<file path="config.mk">
export PLATFORM = sky130hd
export DESIGN_NAME = pipe_stall_ctrl
export DESIGN_NICKNAME = d
export VERILOG_FILES = /design/src/rtl/pipe_stall_ctrl.sv
export SDC_FILE = /design/constraint.sdc
export NUM_CORES = 1
export LEC_CHECK = 0
export ABC_AREA = 1
export BUFFER_PORTS_ARGS = -buffer_cell sky130_fd_sc_hd__buf_2
export CAP_MARGIN = 5
export CORE_MARGIN = 10
export CORE_UTILIZATION = 35
export DETAILED_ROUTE_END_ITERATION = 8
export PLACE_DENSITY = 0.88
export SLEW_MARGIN = 20
export SYNTH_ARGS = -nofsm -noshare
export SYNTH_HDL_FRONTEND = slang
export SYNTH_SLANG_ARGS = --single-unit
</file>
<file path="constraint.sdc">
create_clock -name clk -period 1.8 [get_ports clk]
set_input_delay 0.27 -clock clk [delete_from_list [all_inputs] [get_ports clk]]
set_output_delay 0.27 -clock clk [all_outputs]
set_load 0.01 [all_outputs]
</file>
<file path="src/rtl/pipe_stall_ctrl.sv">
// Central stall/flush controller for the 5-stage MIPS pipeline, with post-flush hold FSM and EX-stall watchdog.
// Optional performance counters are enabled by defining STALL_PERF_CNT_EN.
module pipe_stall_ctrl #(
  parameter logic [31:0] EXC_VECTOR        = 32'h0000_0020,
  parameter int unsigned FLUSH_HOLD_CYCLES = 2,
  parameter int unsigned MAX_STALL         = 64
) (
  input  logic        clk,
  input  logic        rst,
  input  logic        stallreq_id,
  input  logic        stallreq_ex,
  input  logic [31:0] excepttype_i,
  input  logic [31:0] epc_i,
  output logic [5:0]  stall,
  output logic        flush,
  output logic [31:0] new_pc,
  output logic        stall_timeout,
  output logic        busy_hold
`ifdef STALL_PERF_CNT_EN
  ,
  output logic [31:0] perf_stall_cycles,
  output logic [15:0] perf_flush_count
`endif
);

  localparam logic [31:0] ERET_CODE  = 32'h0000_000e;
  localparam logic [3:0]  HOLD_LOAD  = 4'(FLUSH_HOLD_CYCLES);
  localparam logic [7:0]  STALL_MAX  = 8'(MAX_STALL);
  localparam logic [7:0]  STALL_LAST = 8'(MAX_STALL - 1);

  typedef enum logic [0:0] {
    ST_RUN  = 1'b0,
    ST_HOLD = 1'b1
  } state_e;

  state_e      state_q;
  logic [3:0]  hold_cnt_q;
  logic        busy_hold_q;
  logic [7:0]  stall_cnt_q;
  logic [7:0]  stall_cnt_d;
  logic        stall_timeout_q;
  logic        stall_timeout_d;
  logic        exc_s;

  assign exc_s = |excepttype_i;

  // Zero-latency stall/flush/redirect decode from current state and requests
  always_comb begin
    stall  = 6'b000000;
    flush  = 1'b0;
    new_pc = 32'h0000_0000;
    case (state_q)
      ST_RUN: begin
        if (exc_s) begin
          flush  = 1'b1;
          new_pc = (excepttype_i == ERET_CODE) ? epc_i : EXC_VECTOR;
        end else if (stallreq_ex) begin
          stall = 6'b001111;
        end else if (stallreq_id) begin
          stall = 6'b000111;
        end else begin
          stall = 6'b000000;
        end
      end
      ST_HOLD: begin
        stall  = 6'b000000;
        flush  = 1'b0;
        new_pc = 32'h0000_0000;
      end
      default: begin
        stall  = 6'b000000;
        flush  = 1'b0;
        new_pc = 32'h0000_0000;
      end
    endcase
  end

  // Run/hold FSM: a flush parks the pipeline for exactly FLUSH_HOLD_CYCLES bubbles
  always_ff @(posedge clk) begin
    if (rst) begin
      state_q     <= ST_RUN;
      hold_cnt_q  <= 4'd0;
      busy_hold_q <= 1'b0;
    end else begin
      case (state_q)
        ST_RUN: begin
          if (exc_s) begin
            state_q     <= ST_HOLD;
            hold_cnt_q  <= HOLD_LOAD;
            busy_hold_q <= 1'b1;
          end else begin
            state_q     <= ST_RUN;
            hold_cnt_q  <= 4'd0;
            busy_hold_q <= 1'b0;
          end
        end
        ST_HOLD: begin
          if (hold_cnt_q <= 4'd1) begin
            state_q     <= ST_RUN;
            hold_cnt_q  <= 4'd0;
            busy_hold_q <= 1'b0;
          end else begin
            state_q     <= ST_HOLD;
            hold_cnt_q  <= hold_cnt_q - 4'd1;
            busy_hold_q <= 1'b1;
          end
        end
        default: begin
          state_q     <= ST_RUN;
          hold_cnt_q  <= 4'd0;
          busy_hold_q <= 1'b0;
        end
      endcase
    end
  end

  // Watchdog next state: count consecutive EX stalls, saturate, latch the trip permanently
  always_comb begin
    stall_cnt_d     = 8'd0;
    stall_timeout_d = stall_timeout_q;
    if ((state_q == ST_RUN) && !exc_s && stallreq_ex) begin
      if (stall_cnt_q == STALL_LAST) begin
        stall_timeout_d = 1'b1;
      end else begin
        stall_timeout_d = stall_timeout_q;
      end
      if (stall_cnt_q >= STALL_MAX) begin
        stall_cnt_d = STALL_MAX;
      end else begin
        stall_cnt_d = stall_cnt_q + 8'd1;
      end
    end else begin
      stall_cnt_d = 8'd0;
    end
  end

  // Watchdog state registers
  always_ff @(posedge clk) begin
    if (rst) begin
      stall_cnt_q     <= 8'd0;
      stall_timeout_q <= 1'b0;
    end else begin
      stall_cnt_q     <= stall_cnt_d;
      stall_timeout_q <= stall_timeout_d;
    end
  end

  assign stall_timeout = stall_timeout_q;
  assign busy_hold     = busy_hold_q;

`ifdef STALL_PERF_CNT_EN
  logic [31:0] perf_stall_q;
  logic [15:0] perf_flush_q;

  // Free-running wrap-around event counters for stalled and flushed cycles
  always_ff @(posedge clk) begin
    if (rst) begin
      perf_stall_q <= 32'd0;
      perf_flush_q <= 16'd0;
    end else begin
      if (stall != 6'b000000) begin
        perf_stall_q <= perf_stall_q + 32'd1;
      end else begin
        perf_stall_q <= perf_stall_q;
      end
      if (flush) begin
        perf_flush_q <= perf_flush_q + 16'd1;
      end else begin
        perf_flush_q <= perf_flush_q;
      end
    end
  end

  assign perf_stall_cycles = perf_stall_q;
  assign perf_flush_count  = perf_flush_q;
`endif

endmodule

</file>
==> metrics <==
crit path launch excepttype_i[8]; Slowest Stage Delay on Critical Path 0.17 ns; Routed Wire Length 4140 um; area enclosed by the die boundary around 0.0057 mm2; transition time at the pin with the least slew margin between 0.5 and 0.6 ns; top-area cell type share of the netlist area 0.262; total via count in the routed design 1422; antenna cell count 0; Post-Synthesis Mean Instance Area 6.05 um2; flip-flop and latch count after synthesis 14; worst slack on hold paths 0.337 ns; run status complete, no violations; Iteration-0 DRC Markers 37; largest net degree at the start of global routing 32; area taken by multi-input logic gates 771 um2; top cell type by total area after synthesis sky130_fd_sc_hd__dfxtp_1; cell types occupying the most area after synthesis sky130_fd_sc_hd__dfxtp_1 (26%), sky130_fd_sc_hd__nor2_1 (21%), sky130_fd_sc_hd__nand2_1 (16%); gate count of the mapped netlist 177; Cell Pwr Density 431 mW/mm2; number of hold violations in the final report 0; max-cap check violation count 0; Routability Congestion roughly 0.72; H-tree level count 1; worst flop-to-flop path startpoint hold_cnt_q[0]; clock input transition at the sequential cells of the worst setup and hold paths about 0.08 ns; CTS sink cnt 14; fin crit share 0.963; Sequential Area 280 um2; Peak VDD IR 0.467 mV; number of nets in the layout 358; CTS tree built; total of warnings raised by yosys 0; total power after layout 0.800 mW; antenna violations before repair 0; max-slew violation count 0; global-route total usage across every layer 0.113; number of cells in the design after placement between 300 and 400; DRC 0; wire length of the first global-routing pass 5220 um; master of the slowest instance on the critical path sky130_fd_sc_hd__clkbuf_16; layout cells sized above 1 0.540; Setup Skew 0.00396 ns; site row count 20; die width ~75 um; mapped cell area between 0.001 and 0.0015 mm2; worst-case clock buffer depth 2; relative area change from synthesis to final layout 73.2%; static leakage 1.01 nW; hold_buf cts 0; number of buffer cells added on primary ports 106; post-detailed-route wirelength per cell 13.0 um; Fillers roughly 280; number of global-route vias before repair 1225; total global routing overflow 0; post-route insts no fill about 320; number of detailed-routing iterations run before antenna repair 4; ordered list of cells on the worst path buf_6 > nor2_4 > nand2_2 > nor2_2 > nor3b_2 > nand2_1 > inv_4 > clkbuf_16 > nand2_2 > nor2_2 > buf_2; endpoints failing setup 0; highest clock frequency the design can meet 577 MHz; DP Wirelength 3240 um; crit start category input pin; Avg Vias per Cell around 4.5; category of the critical setup timing path input pin to primary output; launch instance of the worst min-delay path rst; number of top-level design ports 109; worst min-delay path class input pin to flop; max-slew headroom at the worst pin 0.602; number of distinct library cells after synthesis 21; share of the yosys chip area belonging to registers 0.262; Max FO, Critical Path 8; data arrival at the endpoint of the critical path 1.46 ns; CP endpoint kind primary output; core area between 0.002 and 0.003 mm2; height of the die around 75 um; clock latency on the worst-skew pair 0.27 ns; Clock Root Buffer sky130_fd_sc_hd__clkbuf_4; Num CTS Buffers 3; initial standard-cell utilization of the core 0.360; Req. time, crit path 1.53 ns; RSZ-0062 raised after global routing yes; Tmin final 1.73 ns; Final ANT Viol Nets 0
-- power breakdown --
part / leakage [nW] / total [mW] / switching, mW / internal [mW]
Sequential: 0.114 / 0.344 / 0.0155 / 0.328
Clock: 0.0138 / 0.167 / 0.0896 / 0.0774
Combinational: 0.878 / 0.289 / 0.154 / 0.136
Total: 1.01 / 0.800 / 0.259 / 0.541
-- worst max-delay path, delay by kind of cell --
family | cells | cell delay (ns)
buffers and inverters | 4 | 0.52
AND/OR/NAND/NOR | 7 | 0.69
-- metrics by stage --
stage	setup slack, ns	area [um2]	util	setup TNS (ns)
detailed placement	0.0816	1600	0.537	0
finish	0.0670	1860	0.623	0
CTS	0.0829	1620	0.545	0
global route	-0.0552	1860	0.623	-0.607
global placement	0.0943	1600	0.537	0
floorplan	0.240	1080	-	0
-- area by class of cell --
type	instances	share of cell area
multi-input cells	140	0.415
repair buffers	113	0.367
flip-flops and latches	14	0.151
inverters	15	0.0317
well taps	33	0.0223
clock buffers	3	0.0121
-- worst paths after layout --
check,end,slack (ns),cells past startpoint
worst max register to register,hold_cnt_q[1],0.41,5
worst min register to register,hold_cnt_q[0],0.46,1
worst max-delay path,new_pc[9],0.07,11
worst min-delay path,stall_timeout,0.34,4
-- layout by cell type, fill, tap and decap left out, types with 3 or more instances in the layout --
master                     Yosys  routed
sky130_fd_sc_hd__conb_1        1       3
sky130_fd_sc_hd__nor2_4        1       5
sky130_fd_sc_hd__dfxtp_1      14      14
sky130_fd_sc_hd__xnor2_1       3       3
sky130_fd_sc_hd__nand2_2       0       9
sky130_fd_sc_hd__ha_1          3       3
sky130_fd_sc_hd__buf_2         0     101
sky130_fd_sc_hd__nand3_1       3       3
sky130_fd_sc_hd__nor3_1        8       8
sky130_fd_sc_hd__clkbuf_4      0       3
sky130_fd_sc_hd__buf_6         6       7
sky130_fd_sc_hd__nor2_2        1      14
sky130_fd_sc_hd__xor2_1        3       3
sky130_fd_sc_hd__nand2_4       0       5
sky130_fd_sc_hd__inv_1        13      13
sky130_fd_sc_hd__nor2_1       61      44
sky130_fd_sc_hd__nand2_1      46      32
-- Yosys cell counts, drive strengths merged --
library cell  instances
nor2                 63
nand2                46
inv                  15
dfxtp                14
buf                  10
nor3                  8
ha                    3
nand3                 3
xnor2                 3
xor2                  3
a21oi                 2
nand4                 2
o21ai                 2
conb                  1
nor3b                 1
o311ai                1
-- metal layers --
metal	wire, um	global-route usage	vias to the layer above
li1	-	-	748
met1	1430	0.105	614
met2	2140	0.213	58
met3	557	0.0560	2
met4	13	0.0309	0
met5	0	0	-
-- flip-flops by register name (all words and copies together) (netlist names) --
signal / count
busy_hold: 1
hold_cnt_q: 4
stall_cnt_q: 8
stall_timeout: 1
-- logic make-up (layout without fill, tap and decap cells) --
family	count (synthesis)	after routing	synth area share
flip-flops	14	14	0.262
AO/OA/AOI/OAI	5	5	0.0269
buffers and inverters	25	131	0.144
XOR/XNOR	6	6	0.0491
AND/OR/NAND/NOR	123	123	0.480
other	1	3	0.00350
adder cells (fa/ha/maj)	3	3	0.0351
-- repair_timing --
item                       CTS  global route
hold endpoints to repair     0             0
setup endpoints to repair    0            34
resized for setup            0            48
setup buffers                0             1
No activity file was read; power rests on OpenSTA's default activity.
